### config.mk
export PLATFORM = sky130hd
export DESIGN_NAME = shift_req_arbiter_flat
export DESIGN_NICKNAME = d
export VERILOG_FILES = /design/src/rtl/shift_req_arbiter_if.sv /design/src/rtl/shift_req_arbiter.sv /design/src/flat_wrapper.sv
export SDC_FILE = /design/constraint.sdc
export NUM_CORES = 1
export LEC_CHECK = 0
export CORE_MARGIN = 2
export CORE_UTILIZATION = 27
export CTS_CLUSTER_DIAMETER = 40
export DETAILED_ROUTE_END_ITERATION = 10
export PLACE_DENSITY_LB_ADDON = 0.05
export SYNTH_ARGS = -nofsm -noshare
export SYNTH_HDL_FRONTEND = slang
export SYNTH_SLANG_ARGS = --single-unit
### constraint.sdc
create_clock -name clk -period 3.9 [get_ports clk]
set_input_delay 0.39 -clock clk [delete_from_list [all_inputs] [get_ports clk]]
set_output_delay 0.39 -clock clk [all_outputs]
set_load 0.03 [all_outputs]
### src/rtl/shift_req_arbiter_if.sv
// Request, shifter and response signals of the shared-shifter arbiter.
// slave is the arbiter side; master is the requesters, shifter and consumer.
interface shift_req_arbiter_if #(
    parameter int unsigned CNT_W = 16
);
    localparam int unsigned DATA_W = 16;
    localparam int unsigned MODE_W = 2;
    localparam int unsigned AMT_W  = 4;

    logic              req0_valid;
    logic              req0_ready;
    logic [DATA_W-1:0] req0_data;
    logic [MODE_W-1:0] req0_mode;
    logic [AMT_W-1:0]  req0_amt;

    logic              req1_valid;
    logic              req1_ready;
    logic [DATA_W-1:0] req1_data;
    logic [MODE_W-1:0] req1_mode;
    logic [AMT_W-1:0]  req1_amt;

    logic [DATA_W-1:0] sh_in;
    logic [MODE_W-1:0] sh_mode;
    logic [AMT_W-1:0]  sh_amt;
    logic [DATA_W-1:0] sh_out;

    logic              resp_valid;
    logic              resp_ready;
    logic [DATA_W-1:0] resp_data;
    logic              resp_id;
    logic              resp_err;
    logic [CNT_W-1:0]  op_count;

    modport slave (
        input  req0_valid, req0_data, req0_mode, req0_amt,
        input  req1_valid, req1_data, req1_mode, req1_amt,
        input  sh_out, resp_ready,
        output req0_ready, req1_ready,
        output sh_in, sh_mode, sh_amt,
        output resp_valid, resp_data, resp_id, resp_err, op_count
    );

    modport master (
        output req0_valid, req0_data, req0_mode, req0_amt,
        output req1_valid, req1_data, req1_mode, req1_amt,
        output sh_out, resp_ready,
        input  req0_ready, req1_ready,
        input  sh_in, sh_mode, sh_amt,
        input  resp_valid, resp_data, resp_id, resp_err, op_count
    );
endinterface

### src/rtl/shift_req_arbiter.sv
// Round-robin arbiter sharing one barrel shifter between two requesters,
// returning results over a valid/ready channel and counting completions.
module shift_req_arbiter #(
    parameter bit          RR_INIT = 1'b0,
    parameter int unsigned CNT_W   = 16
) (
    input logic                clk,
    input logic                rst_n,
    shift_req_arbiter_if.slave bus
);
    localparam int unsigned DATA_W = 16;
    localparam int unsigned MODE_W = 2;
    localparam int unsigned AMT_W  = 4;

    typedef enum logic [1:0] {IDLE, EXEC, RESP} state_t;

    state_t            state;
    state_t            state_nxt;
    logic              rr_ptr;
    logic [DATA_W-1:0] op_data;
    logic [MODE_W-1:0] op_mode;
    logic [AMT_W-1:0]  op_amt;
    logic              resp_valid;
    logic [DATA_W-1:0] resp_data;
    logic              resp_id;
    logic              resp_err;
    logic [CNT_W-1:0]  op_count;

    logic              grant_c;
    logic              ready0_c;
    logic              ready1_c;
    logic              accept_c;
    logic              resp_fire_c;

    always_ff @(posedge clk) begin
        if (!rst_n) state <= IDLE;
        else        state <= state_nxt;
    end

    // Grant goes to the lone requester, or to rr_ptr on a tie.
    always_comb begin
        state_nxt = state;
        ready0_c  = 1'b0;
        ready1_c  = 1'b0;
        grant_c   = (bus.req0_valid && bus.req1_valid) ? rr_ptr : bus.req1_valid;
        case (state)
            IDLE: begin
                if (bus.req0_valid || bus.req1_valid) begin
                    state_nxt = EXEC;
                    ready0_c  = ~grant_c;
                    ready1_c  = grant_c;
                end
            end
            EXEC:    state_nxt = RESP;
            RESP:    if (bus.resp_ready) state_nxt = IDLE;
            default: state_nxt = IDLE;
        endcase
    end

    assign accept_c    = ready0_c | ready1_c;
    assign resp_fire_c = resp_valid & bus.resp_ready;

    always_ff @(posedge clk) begin
        if (!rst_n) begin
            rr_ptr     <= RR_INIT;
            op_data    <= '0;
            op_mode    <= '0;
            op_amt     <= '0;
            resp_valid <= 1'b0;
            resp_data  <= '0;
            resp_id    <= 1'b0;
            resp_err   <= 1'b0;
            op_count   <= '0;
        end else begin
            if (accept_c) begin
                op_data <= grant_c ? bus.req1_data : bus.req0_data;
                op_mode <= grant_c ? bus.req1_mode : bus.req0_mode;
                op_amt  <= grant_c ? bus.req1_amt  : bus.req0_amt;
                resp_id <= grant_c;
            end
            if (state == EXEC) begin
                resp_data  <= bus.sh_out;
                resp_err   <= (op_mode == 2'b11);
                resp_valid <= 1'b1;
            end
            // Completion hands priority to the other requester.
            if (resp_fire_c) begin
                resp_valid <= 1'b0;
                rr_ptr     <= ~resp_id;
                if (op_count != '1) op_count <= op_count + CNT_W'(1);
            end
        end
    end

    assign bus.req0_ready = ready0_c;
    assign bus.req1_ready = ready1_c;
    assign bus.sh_in      = op_data;
    assign bus.sh_mode    = op_mode;
    assign bus.sh_amt     = op_amt;
    assign bus.resp_valid = resp_valid;
    assign bus.resp_data  = resp_data;
    assign bus.resp_id    = resp_id;
    assign bus.resp_err   = resp_err;
    assign bus.op_count   = op_count;
endmodule
### src/flat_wrapper.sv
// flat-port wrapper written by rule: the top's interface ports become plain ports
module shift_req_arbiter_flat 
#(
    parameter bit          RR_INIT = 1'b0,
    parameter int unsigned CNT_W   = 16
)
  (clk, rst_n, bus_req0_valid, bus_req0_data, bus_req0_mode, bus_req0_amt, bus_req1_valid, bus_req1_data, bus_req1_mode, bus_req1_amt, bus_sh_out, bus_resp_ready, bus_req0_ready, bus_req1_ready, bus_sh_in, bus_sh_mode, bus_sh_amt, bus_resp_valid, bus_resp_data, bus_resp_id, bus_resp_err, bus_op_count);
  shift_req_arbiter_if #(.CNT_W(CNT_W)) bus_i ();
  input logic clk;
  input logic rst_n;
  input wire logic [$bits(bus_i.req0_valid)-1:0] bus_req0_valid;
  input wire logic [$bits(bus_i.req0_data)-1:0] bus_req0_data;
  input wire logic [$bits(bus_i.req0_mode)-1:0] bus_req0_mode;
  input wire logic [$bits(bus_i.req0_amt)-1:0] bus_req0_amt;
  input wire logic [$bits(bus_i.req1_valid)-1:0] bus_req1_valid;
  input wire logic [$bits(bus_i.req1_data)-1:0] bus_req1_data;
  input wire logic [$bits(bus_i.req1_mode)-1:0] bus_req1_mode;
  input wire logic [$bits(bus_i.req1_amt)-1:0] bus_req1_amt;
  input wire logic [$bits(bus_i.sh_out)-1:0] bus_sh_out;
  input wire logic [$bits(bus_i.resp_ready)-1:0] bus_resp_ready;
  output wire logic [$bits(bus_i.req0_ready)-1:0] bus_req0_ready;
  output wire logic [$bits(bus_i.req1_ready)-1:0] bus_req1_ready;
  output wire logic [$bits(bus_i.sh_in)-1:0] bus_sh_in;
  output wire logic [$bits(bus_i.sh_mode)-1:0] bus_sh_mode;
  output wire logic [$bits(bus_i.sh_amt)-1:0] bus_sh_amt;
  output wire logic [$bits(bus_i.resp_valid)-1:0] bus_resp_valid;
  output wire logic [$bits(bus_i.resp_data)-1:0] bus_resp_data;
  output wire logic [$bits(bus_i.resp_id)-1:0] bus_resp_id;
  output wire logic [$bits(bus_i.resp_err)-1:0] bus_resp_err;
  output wire logic [$bits(bus_i.op_count)-1:0] bus_op_count;
  assign bus_i.req0_valid = bus_req0_valid;
  assign bus_i.req0_data = bus_req0_data;
  assign bus_i.req0_mode = bus_req0_mode;
  assign bus_i.req0_amt = bus_req0_amt;
  assign bus_i.req1_valid = bus_req1_valid;
  assign bus_i.req1_data = bus_req1_data;
  assign bus_i.req1_mode = bus_req1_mode;
  assign bus_i.req1_amt = bus_req1_amt;
  assign bus_i.sh_out = bus_sh_out;
  assign bus_i.resp_ready = bus_resp_ready;
  assign bus_req0_ready = bus_i.req0_ready;
  assign bus_req1_ready = bus_i.req1_ready;
  assign bus_sh_in = bus_i.sh_in;
  assign bus_sh_mode = bus_i.sh_mode;
  assign bus_sh_amt = bus_i.sh_amt;
  assign bus_resp_valid = bus_i.resp_valid;
  assign bus_resp_data = bus_i.resp_data;
  assign bus_resp_id = bus_i.resp_id;
  assign bus_resp_err = bus_i.resp_err;
  assign bus_op_count = bus_i.op_count;
  shift_req_arbiter #(.RR_INIT(RR_INIT), .CNT_W(CNT_W)) u_core (.clk(clk), .rst_n(rst_n), .bus(bus_i));
endmodule
==> impl_metrics.env <==
export IMPL_synth_area_sq_um=2570
export IMPL_dr_first_iter_drc_count=50
export IMPL_die_w_microns=102
export IMPL_powerDensity_nw_per_um2=378
export IMPL_globalRouteMet2Util_pct=19.9
export IMPL_synth_nets=358
export IMPL_layout_drive_gt1_share_pct=6.05
export IMPL_finalNetCount=475
export IMPL_numClockSinks=60
export IMPL_critical_path_buf_inv_count=3
export IMPL_antenna_found_initial=0
export IMPL_r2r_start="u_core.bus.op_count[0]"
export IMPL_cts_setup_buffers=0
export IMPL_final_common_cell="clkdlybuf4s50_1"
export IMPL_fin_area_sq_um=4070
export IMPL_place_gp_congestion=0.716
export IMPL_p_total_mw=1.54
export IMPL_clkTransAtPathRegs_ns=0.07
export IMPL_timing_max_cap_violations=0
export IMPL_r2r_slack_ns=1.72
export IMPL_viasPerCell=4.55
export IMPL_area_growth_pct=58.4
export IMPL_cts_htree_levels=3
export IMPL_worst_path_dominant_cell_family="buffers and inverters"
export IMPL_holdBufCountCts=0
export IMPL_coreArea_sq_um=9240
export IMPL_worst_slack_ns=1.57
export IMPL_worstMarginPinSlew_ns=1.13
export IMPL_synth_warnings=0
export IMPL_rows=35
export IMPL_grt_met3_usage_pct=6.35
export IMPL_required_ns=3.51
export IMPL_clock_latency_ns=0.33
export IMPL_worstPathArrival_ns=1.94
export IMPL_slew_limit_headroom_pct=24.8
export IMPL_dr_pass1_iters=4
export IMPL_fin_skew_ns=0.00687
export IMPL_start_util_pct=27.8
export IMPL_ant_nets=0
export IMPL_die_area_sq_um=10300
export IMPL_num_antenna_cells=0
export IMPL_period_share_pct=59.7
export IMPL_top_usage_layer="met2"
export IMPL_clock_path_buffers=2
export IMPL_rsz0062_at_grt="no"
export IMPL_placedCellCount=527
export IMPL_ys_ff_latch=60
export IMPL_vias=2466
export IMPL_cts_tree="done"
export IMPL_crit_path_start="bus_req0_valid"
export IMPL_cp_start_kind="input pin"
export IMPL_dp_slack_ns=1.55
export IMPL_fmax_ghz=0.429
export IMPL_first_global_vias=2232
export IMPL_grt_max_degree=46
export IMPL_ir_drop_uv=114
export IMPL_placed_cell_area_sq_um=3900
export IMPL_synthCells=292
export IMPL_setup_tns_ns=0
export IMPL_cp_slowest_cell="clkdlybuf4s50_1"
export IMPL_dp_hpwl_mm=5.03
export IMPL_drc=0
export IMPL_final_cell_mix="clkdlybuf4s50_1, dfxtp_1, nand2_1"
export IMPL_io_pins=124
export IMPL_fillers=936
export IMPL_async_flop_share_pct=0
export IMPL_cts_resized=0
export IMPL_routed_wirelength_mm=6.99
export IMPL_die_h_microns=102
export IMPL_path_class="input pin to output pin"
export IMPL_worstHoldPathType="flop to flop"
export IMPL_cp_common_cell="clkdlybuf4s50_1"
export IMPL_slowest_delay_ns=0.66
export IMPL_grt_ovfl_total=0
export IMPL_finalHoldViolations=0
export IMPL_cts_root_buf="clkbuf_8"
export IMPL_synth_distinct_cells=41
export IMPL_cts_made_buffers=9
export IMPL_setup_viol=0
export IMPL_grt_pass1_wl_mm=10.9
export IMPL_stdcell_count=542
export IMPL_grt_use_total_pct=13.6
export IMPL_status="completed"
export IMPL_io_buffers=123
export IMPL_gr_usage_met1_pct=16.8
export IMPL_hold_start="u_core.bus.resp_err"
export IMPL_crit_chain="clkdlybuf4s50_1, inv_1, o21ai_2, and2_1, clkdlybuf4s50_1"
export IMPL_min_period_ns=2.33
export IMPL_leakage_nw=1.52
export IMPL_cp_end_kind="output pin"
export IMPL_synth_avg_cell_area_sq_um=8.80
export IMPL_synth_edff_count=0
export IMPL_maxSlewViolCount=0
export IMPL_routedWlPerCell_microns=12.9
export IMPL_worstPathMaxFanout=4
export IMPL_ys_flop_type="dfxtp_1"
export IMPL_seq_area_frac_synth_pct=46.7
[cells by family after synthesis]
logic type      after synthesis  share of synthesized area [%]
compound gates               67                           17.0
xor+xnor                      2                          0.682
fa+ha+maj                     1                          0.487
buf+inv                      24                           4.04
flops                        60                           46.7
mux                          27                           10.6
simple gates                111                           20.5
[metrics by stage]
stage / hold slack (ns) / util, %
5_1_grt: 0.464 / 44.1
6_report: 0.449 / 44.1
2_1_floorplan: 0.480 / -
3_3_place_gp: 0.439 / 42.2
4_1_cts: 0.452 / 44.1
3_5_place_dp: 0.447 / 42.2
[worst min-delay path, delay by kind of cell, from the launching register on]
family           cells  cell delay (ns)
AND/OR/NAND/NOR      1             0.05
flip-flops           1             0.31
AO/OA/AOI/OAI        1             0.05
[synth_stat cells (4+ instances only)]
library cell	n	share of area, %
o31ai_1	4	1.2
inv_1	4	0.58
o21ai_0	4	0.78
or3_1	6	1.5
mux2i_1	26	10
nand4_1	6	1.5
clkbuf_1	14	2.0
dfxtp_1	60	47
nand2_1	46	6.7
nor2_1	30	4.4
a21oi_1	28	5.5
a211oi_1	22	6.4
[power breakdown]
group	leakage [nW]	switching (mW)	internal, mW
logic	0.941	0.193	0.174
registers	0.492	0.0262	0.657
clock network	0.0893	0.227	0.260
[registers in the layout (all words and copies together), names as in the netlist]
register,cells
u_core.rr_ptr,1
u_core.bus.resp_valid,1
u_core.bus.op_count,16
u_core.bus.resp_data,16
u_core.bus.sh_mode,2
u_core.bus.sh_amt,4
u_core.bus.resp_id,1
u_core.state,2
u_core.bus.sh_in,16
u_core.bus.resp_err,1
[layer usage]
| metal | wire length, microns | up-vias | share of wire, % |
|---|---|---|---|
| met5 | 0 | - | 0 |
| met4 | 124 | 0 | 1.8 |
| met3 | 747 | 11 | 11 |
| met2 | 2940 | 95 | 42 |
| met1 | 3180 | 1085 | 45 |
| li1 | - | 1275 | - |
[worst paths after layout]
kind	to	cells past startpoint
min	u_core.bus.resp_err	2
min reg2reg	u_core.bus.resp_err	2
max reg2reg	u_core.bus.op_count[2]	5
max	bus_req0_ready	5
[layout make-up]
cell class	count	area, sq um	share of cell area (%)
inverters	4	15.0	0.369
flip-flops and latches	60	1200	29.5
well taps	129	161	3.96
multi-input cells	208	1270	31.2
repair buffers	126	1250	30.8
clock inverters	2	10.0	0.246
clock buffers	13	159	3.90
Note: power is estimated with default switching activity, not from simulation.
